`src/rtl/axi_arb_pkg.sv`:
```
// Shared types and constants for the AXI read-path arbiter.
package axi_arb_pkg;

    typedef enum logic [1:0] {
        ARB_IDLE,
        ARB_ADDR,
        ARB_DATA
    } arb_state_t;

    localparam logic M0_IDX = 1'b0;
    localparam logic M1_IDX = 1'b1;

endpackage : axi_arb_pkg

```
`src/rtl/ar_arbiter_ctrl_rr_pick2.sv`:
```
// Combinational two-way round-robin picker: a lone request wins outright,
// a tie goes to the master that was not served last.
module rr_pick2
    import axi_arb_pkg::*;
(
    input  logic [1:0] i_req,
    input  logic       i_last_idx,
    output logic       o_gnt_valid,
    output logic       o_gnt_idx
);

    // Pick a winner from the current request pair.
    always_comb begin
        o_gnt_valid = |i_req;
        o_gnt_idx   = M0_IDX;
        if (i_req == 2'b11) begin
            o_gnt_idx = ~i_last_idx;
        end else if (i_req[1]) begin
            o_gnt_idx = M1_IDX;
        end
    end

endmodule : rr_pick2

```
`src/rtl/ar_arbiter_ctrl.sv`:
```
// Read-path sequencing arbiter: grants one master through the AR handshake
// and the whole R burst, releasing on RLAST or on a watchdog timeout.
module ar_arbiter_ctrl
    import axi_arb_pkg::*;
#(
    parameter int TIMEOUT = 256,
    parameter int TO_W    = $clog2(TIMEOUT)
) (
    input  logic       clk,
    input  logic       rst,
    input  logic       ARVALID_M0,
    input  logic       ARVALID_M1,
    input  logic       AR_hs,
    input  logic       R_hs,
    input  logic       RLAST,
    output logic       grant_M0,
    output logic       grant_M1,
    output logic       master_idx,
    output logic       busy,
    output logic [3:0] beat_cnt,
    output logic       timeout
);

    localparam logic [TO_W-1:0] WD_LAST = TO_W'(TIMEOUT - 1);

    arb_state_t      r_state;
    arb_state_t      w_state_nxt;
    logic            r_idx;
    logic            w_idx_nxt;
    logic            r_last_idx;
    logic            w_last_idx_nxt;
    logic [TO_W-1:0] r_wd;
    logic [TO_W-1:0] w_wd_nxt;
    logic [3:0]      r_beat;
    logic [3:0]      w_beat_nxt;
    logic            r_timeout;
    logic            w_timeout_nxt;
    logic            r_grant_m0;
    logic            r_grant_m1;
    logic            r_busy;
    logic            w_gnt_valid;
    logic            w_gnt_idx;
    logic            w_wd_expired;
    logic            w_done;

    rr_pick2 u_pick (
        .i_req       ({ARVALID_M1, ARVALID_M0}),
        .i_last_idx  (r_last_idx),
        .o_gnt_valid (w_gnt_valid),
        .o_gnt_idx   (w_gnt_idx)
    );

    assign w_wd_expired = (r_wd == WD_LAST);
    assign w_done       = R_hs && RLAST;

    // Next-state logic: grant in IDLE, hold through ADDR/DATA, release on
    // completion (which takes precedence) or watchdog expiry.
    always_comb begin
        w_state_nxt    = r_state;
        w_idx_nxt      = r_idx;
        w_last_idx_nxt = r_last_idx;
        w_wd_nxt       = r_wd;
        w_beat_nxt     = r_beat;
        w_timeout_nxt  = 1'b0;
        unique case (r_state)
            ARB_IDLE: begin
                if (w_gnt_valid) begin
                    w_state_nxt = ARB_ADDR;
                    w_idx_nxt   = w_gnt_idx;
                    w_wd_nxt    = '0;
                end
            end
            ARB_ADDR: begin
                if (AR_hs) begin
                    w_beat_nxt = 4'd0;
                end
                if (w_wd_expired) begin
                    w_state_nxt    = ARB_IDLE;
                    w_timeout_nxt  = 1'b1;
                    w_last_idx_nxt = r_idx;
                    w_idx_nxt      = M0_IDX;
                end else begin
                    w_wd_nxt = r_wd + 1'b1;
                    if (AR_hs) begin
                        w_state_nxt = ARB_DATA;
                    end
                end
            end
            ARB_DATA: begin
                if (R_hs) begin
                    w_beat_nxt = r_beat + 4'd1;
                end
                if (w_done) begin
                    w_state_nxt    = ARB_IDLE;
                    w_last_idx_nxt = r_idx;
                    w_idx_nxt      = M0_IDX;
                end else if (w_wd_expired) begin
                    w_state_nxt    = ARB_IDLE;
                    w_timeout_nxt  = 1'b1;
                    w_last_idx_nxt = r_idx;
                    w_idx_nxt      = M0_IDX;
                end else begin
                    w_wd_nxt = r_wd + 1'b1;
                end
            end
            default: begin
                w_state_nxt = ARB_IDLE;
                w_idx_nxt   = M0_IDX;
            end
        endcase
    end

    // State, watchdog, counters and registered outputs.
    always_ff @(posedge clk) begin
        if (rst) begin
            r_state    <= ARB_IDLE;
            r_idx      <= M0_IDX;
            r_last_idx <= M1_IDX;
            r_wd       <= '0;
            r_beat     <= 4'd0;
            r_timeout  <= 1'b0;
            r_grant_m0 <= 1'b0;
            r_grant_m1 <= 1'b0;
            r_busy     <= 1'b0;
        end else begin
            r_state    <= w_state_nxt;
            r_idx      <= w_idx_nxt;
            r_last_idx <= w_last_idx_nxt;
            r_wd       <= w_wd_nxt;
            r_beat     <= w_beat_nxt;
            r_timeout  <= w_timeout_nxt;
            r_grant_m0 <= (w_state_nxt != ARB_IDLE) && (w_idx_nxt == M0_IDX);
            r_grant_m1 <= (w_state_nxt != ARB_IDLE) && (w_idx_nxt == M1_IDX);
            r_busy     <= (w_state_nxt != ARB_IDLE);
        end
    end

    assign grant_M0   = r_grant_m0;
    assign grant_M1   = r_grant_m1;
    assign master_idx = r_idx;
    assign busy       = r_busy;
    assign beat_cnt   = r_beat;
    assign timeout    = r_timeout;

endmodule : ar_arbiter_ctrl

```
`config.mk`:
```
export PLATFORM = sky130hd
export DESIGN_NAME = ar_arbiter_ctrl
export DESIGN_NICKNAME = d
export VERILOG_FILES = /design/src/rtl/axi_arb_pkg.sv /design/src/rtl/ar_arbiter_ctrl_rr_pick2.sv /design/src/rtl/ar_arbiter_ctrl.sv
export SDC_FILE = /design/constraint.sdc
export NUM_CORES = 1
export LEC_CHECK = 0
export ABC_AREA = 1
export CORE_MARGIN = 4
export CORE_UTILIZATION = 57
export DETAILED_ROUTE_END_ITERATION = 8
export PLACE_DENSITY = 0.89
export SLEW_MARGIN = 20
export SYNTH_ARGS = -nofsm -noshare
export SYNTH_HDL_FRONTEND = slang
export SYNTH_SLANG_ARGS = --single-unit
```
`constraint.sdc`:
```
create_clock -name clk -period 4.7 [get_ports clk]
set_input_delay 0.94 -clock clk [delete_from_list [all_inputs] [get_ports clk]]
set_output_delay 0.94 -clock clk [all_outputs]
set_load 0.005 [all_outputs]
```
==> run metrics <==
delay-heaviest family, CP buffers and inverters; CTS Buffer Depth 2; multiplexer share of the synthesized area 0; vias in the first global route 1044; Final min period 2.20 ns; Syn. warnings 0; Die X 52.3 um; Post-synth EDFFs 0; post-synth top area share 0.358; Cell Count, Final, Fillers Out 207; Synth Area in Compound Gates 0.0997; worst skew pair latency 0.31 ns; final setup margin 2.50 ns; Initial Util 0.627; wirelength, routed 2470 um; #FFs+latches synth 20; HP Class flop to flop; DR WL/cell 11.9 um; Worst path depth 1; layout cells sized above 1 0.0879; asr flop ratio synth 0; post-CTS sizing 0; CP Launch Type flop; Worst Path Required 3.76 ns; ant diodes 0; combinational family with the most area after synthesis simple AND/OR/NAND/NOR gates; Final Hold Fails 0; Synth top cells by count nand2_1 (42), nor2_1 (23), dfxtp_1 (20), inv_1 (20), nand3_1 (16); top_reg_cell synth dfxtp_1; Slowest-stage cell, CP clkdlybuf4s50_1; max incr delay on CP 0.53 ns; initial antenna violation count 0; DRC Markers 0; GPL Wtd Cong 0.852; Setup Fix Bufs, Post-CTS 0; Setup-failing EPs final 0; WP buf/inv 1; Core ar. 0.00178 mm2; I/O pin count 16; Avg Inst Size Synth 6.81 um2; Mapped Cells 164; Worst VDD drop 0.260 mV; Netlist cell types 25; adder-cell area share of the yosys netlist 0.0672; Root Buffer Master clkbuf_4; Worst setup EP type output port; Max Fanout on Critical Path 5; row count 15; Worst Max-Slew Pin Slew 0.477 ns; CTS buffer count 3; area leader, netlist dfxtp_1; Worst Setup SP beat_cnt[0]; HPWL after detailed placement 1880 um; ratio of routed vias to standard cells 5.31; Placed Cells incl. Taps 203; max cap viols 0; Post-Synth Simple-Gate Area 0.373; Post-Synthesis Cell Area 0.00112 mm2; ANT nets after route 0; Critical Path AT 1.26 ns; Setup CP Type flop to output port; HP Start r_last_idx; DR pass1 iterations 4; Buffers on Ports 15; Rel. slew slack 0.681; Die ar. 0.00273 mm2; total grt overflow 0; DP Worst Slack 2.36 ns; depth of the worst hold-timing path 2; Max Slew Vio Count 0; nets 196; Syn Nets 177; largest net degree at the start of global routing 13; first-pass GRT wire length 4200 um; R2R Setup Slk 2.89 ns; Die Span Y 52.3 um; worst-case reg-to-reg path depth 5; Peak Freq 455 MHz; Synth area leaders dfxtp_1 (36%), nand2_1 (14%), nor2_1 (7.7%), nand3_1 (7.2%), ha_1 (6.7%); Clock Skew 0.00889 ns; Post-Synth XOR/XNOR Area 0.0235; Pleak 0.576 nW; PD cells 288 mW/mm2; hold_buf cts 0; Tcrit/Tclk final 0.467; via count 1100; total track usage 0.210; H-tree depth 1; Setup TNS Final 0 ns; synth-to-layout area growth 20.6%; RR Startpoint r_state[0]; Sink Count 20; DRT iter0 DRCs 36; CTS tree built; RSZ-0062 raised after global routing false; CTS clk-pin slew, worst paths 0.12 ns; post-synthesis sequential area ratio 0.358; cells along the critical path clkdlybuf4s50_1; most common cell in the netlist nand2_1; outcome completed
cells by family after synthesis:
family	after synthesis
buffers and inverters	23
adder cells (fa/ha/maj)	6
AO/OA/AOI/OAI	20
flip-flops	20
XOR/XNOR	3
AND/OR/NAND/NOR	92
cell type report:
class	count	area [um2]
multi-input cells	121	629
clock inverters	1	30.0
repair buffers	15	150
flip-flops and latches	20	400
clock buffers	3	22.5
well taps	25	31.3
fillers	141	435
inverters	22	83.8
report_power, final:
part | internal (mW) | switching [mW] | leakage (nW)
Clock | 0.0863 | 0.0563 | 0.0279
Combinational | 0.0258 | 0.0360 | 0.385
Sequential | 0.177 | 0.00670 | 0.163
Total | 0.289 | 0.0990 | 0.576
cell usage in the layout (no fill, tap or decap), types with 2 or more instances in the layout:
cell type        synthesis  final
a21oi_2                  3      3
nor2_2                   2      2
ha_1                     6      6
o21ai_0                  6      6
dfxtp_1                 20     20
inv_1                   20     20
nand3_1                 16     16
a21oi_1                  9      9
clkdlybuf4s50_1          0     15
clkbuf_4                 0      3
nor2_1                  23     23
o21ai_1                  2      2
nand2_1                 42     42
xor2_1                   2      2
per-stage QoR:
| step | cell area, um2 | power [mW] | hold WS [ns] | utilization |
|---|---|---|---|---|
| 2_1_floorplan | 1120 | 0.223 | 0.448 | - |
| 3_3_place_gp | 1290 | 0.245 | 0.474 | 0.726 |
| 3_5_place_dp | 1290 | 0.248 | 0.507 | 0.726 |
| 4_1_cts | 1350 | 0.389 | 0.525 | 0.756 |
| 5_1_grt | 1350 | 0.407 | 0.557 | 0.756 |
| 6_report | 1350 | 0.388 | 0.510 | 0.756 |
metal layers:
| metal | vias up | GRT usage | part of all wire |
|---|---|---|---|
| met1 | 494 | 0.228 | 0.42 |
| met5 | - | 0 | 0 |
| met4 | 0 | 0.106 | 0.022 |
| met3 | 10 | 0.0598 | 0.061 |
| li1 | 552 | - | - |
| met2 | 44 | 0.370 | 0.50 |
final timing paths:
path | endpoint
worst max-delay path | beat_cnt[0]
worst min-delay path | r_last_idx
worst max register to register | beat_cnt[2]
worst min register to register | r_last_idx
registers in the layout, summed over array words and instances (netlist names):
| register | count |
|---|---|
| r_wd | 8 |
| timeout | 1 |
| busy | 1 |
| master_idx | 1 |
| r_state | 2 |
| beat_cnt | 4 |
| grant_M1 | 1 |
| grant_M0 | 1 |
| r_last_idx | 1 |
No activity file was read; power rests on OpenSTA's default activity.
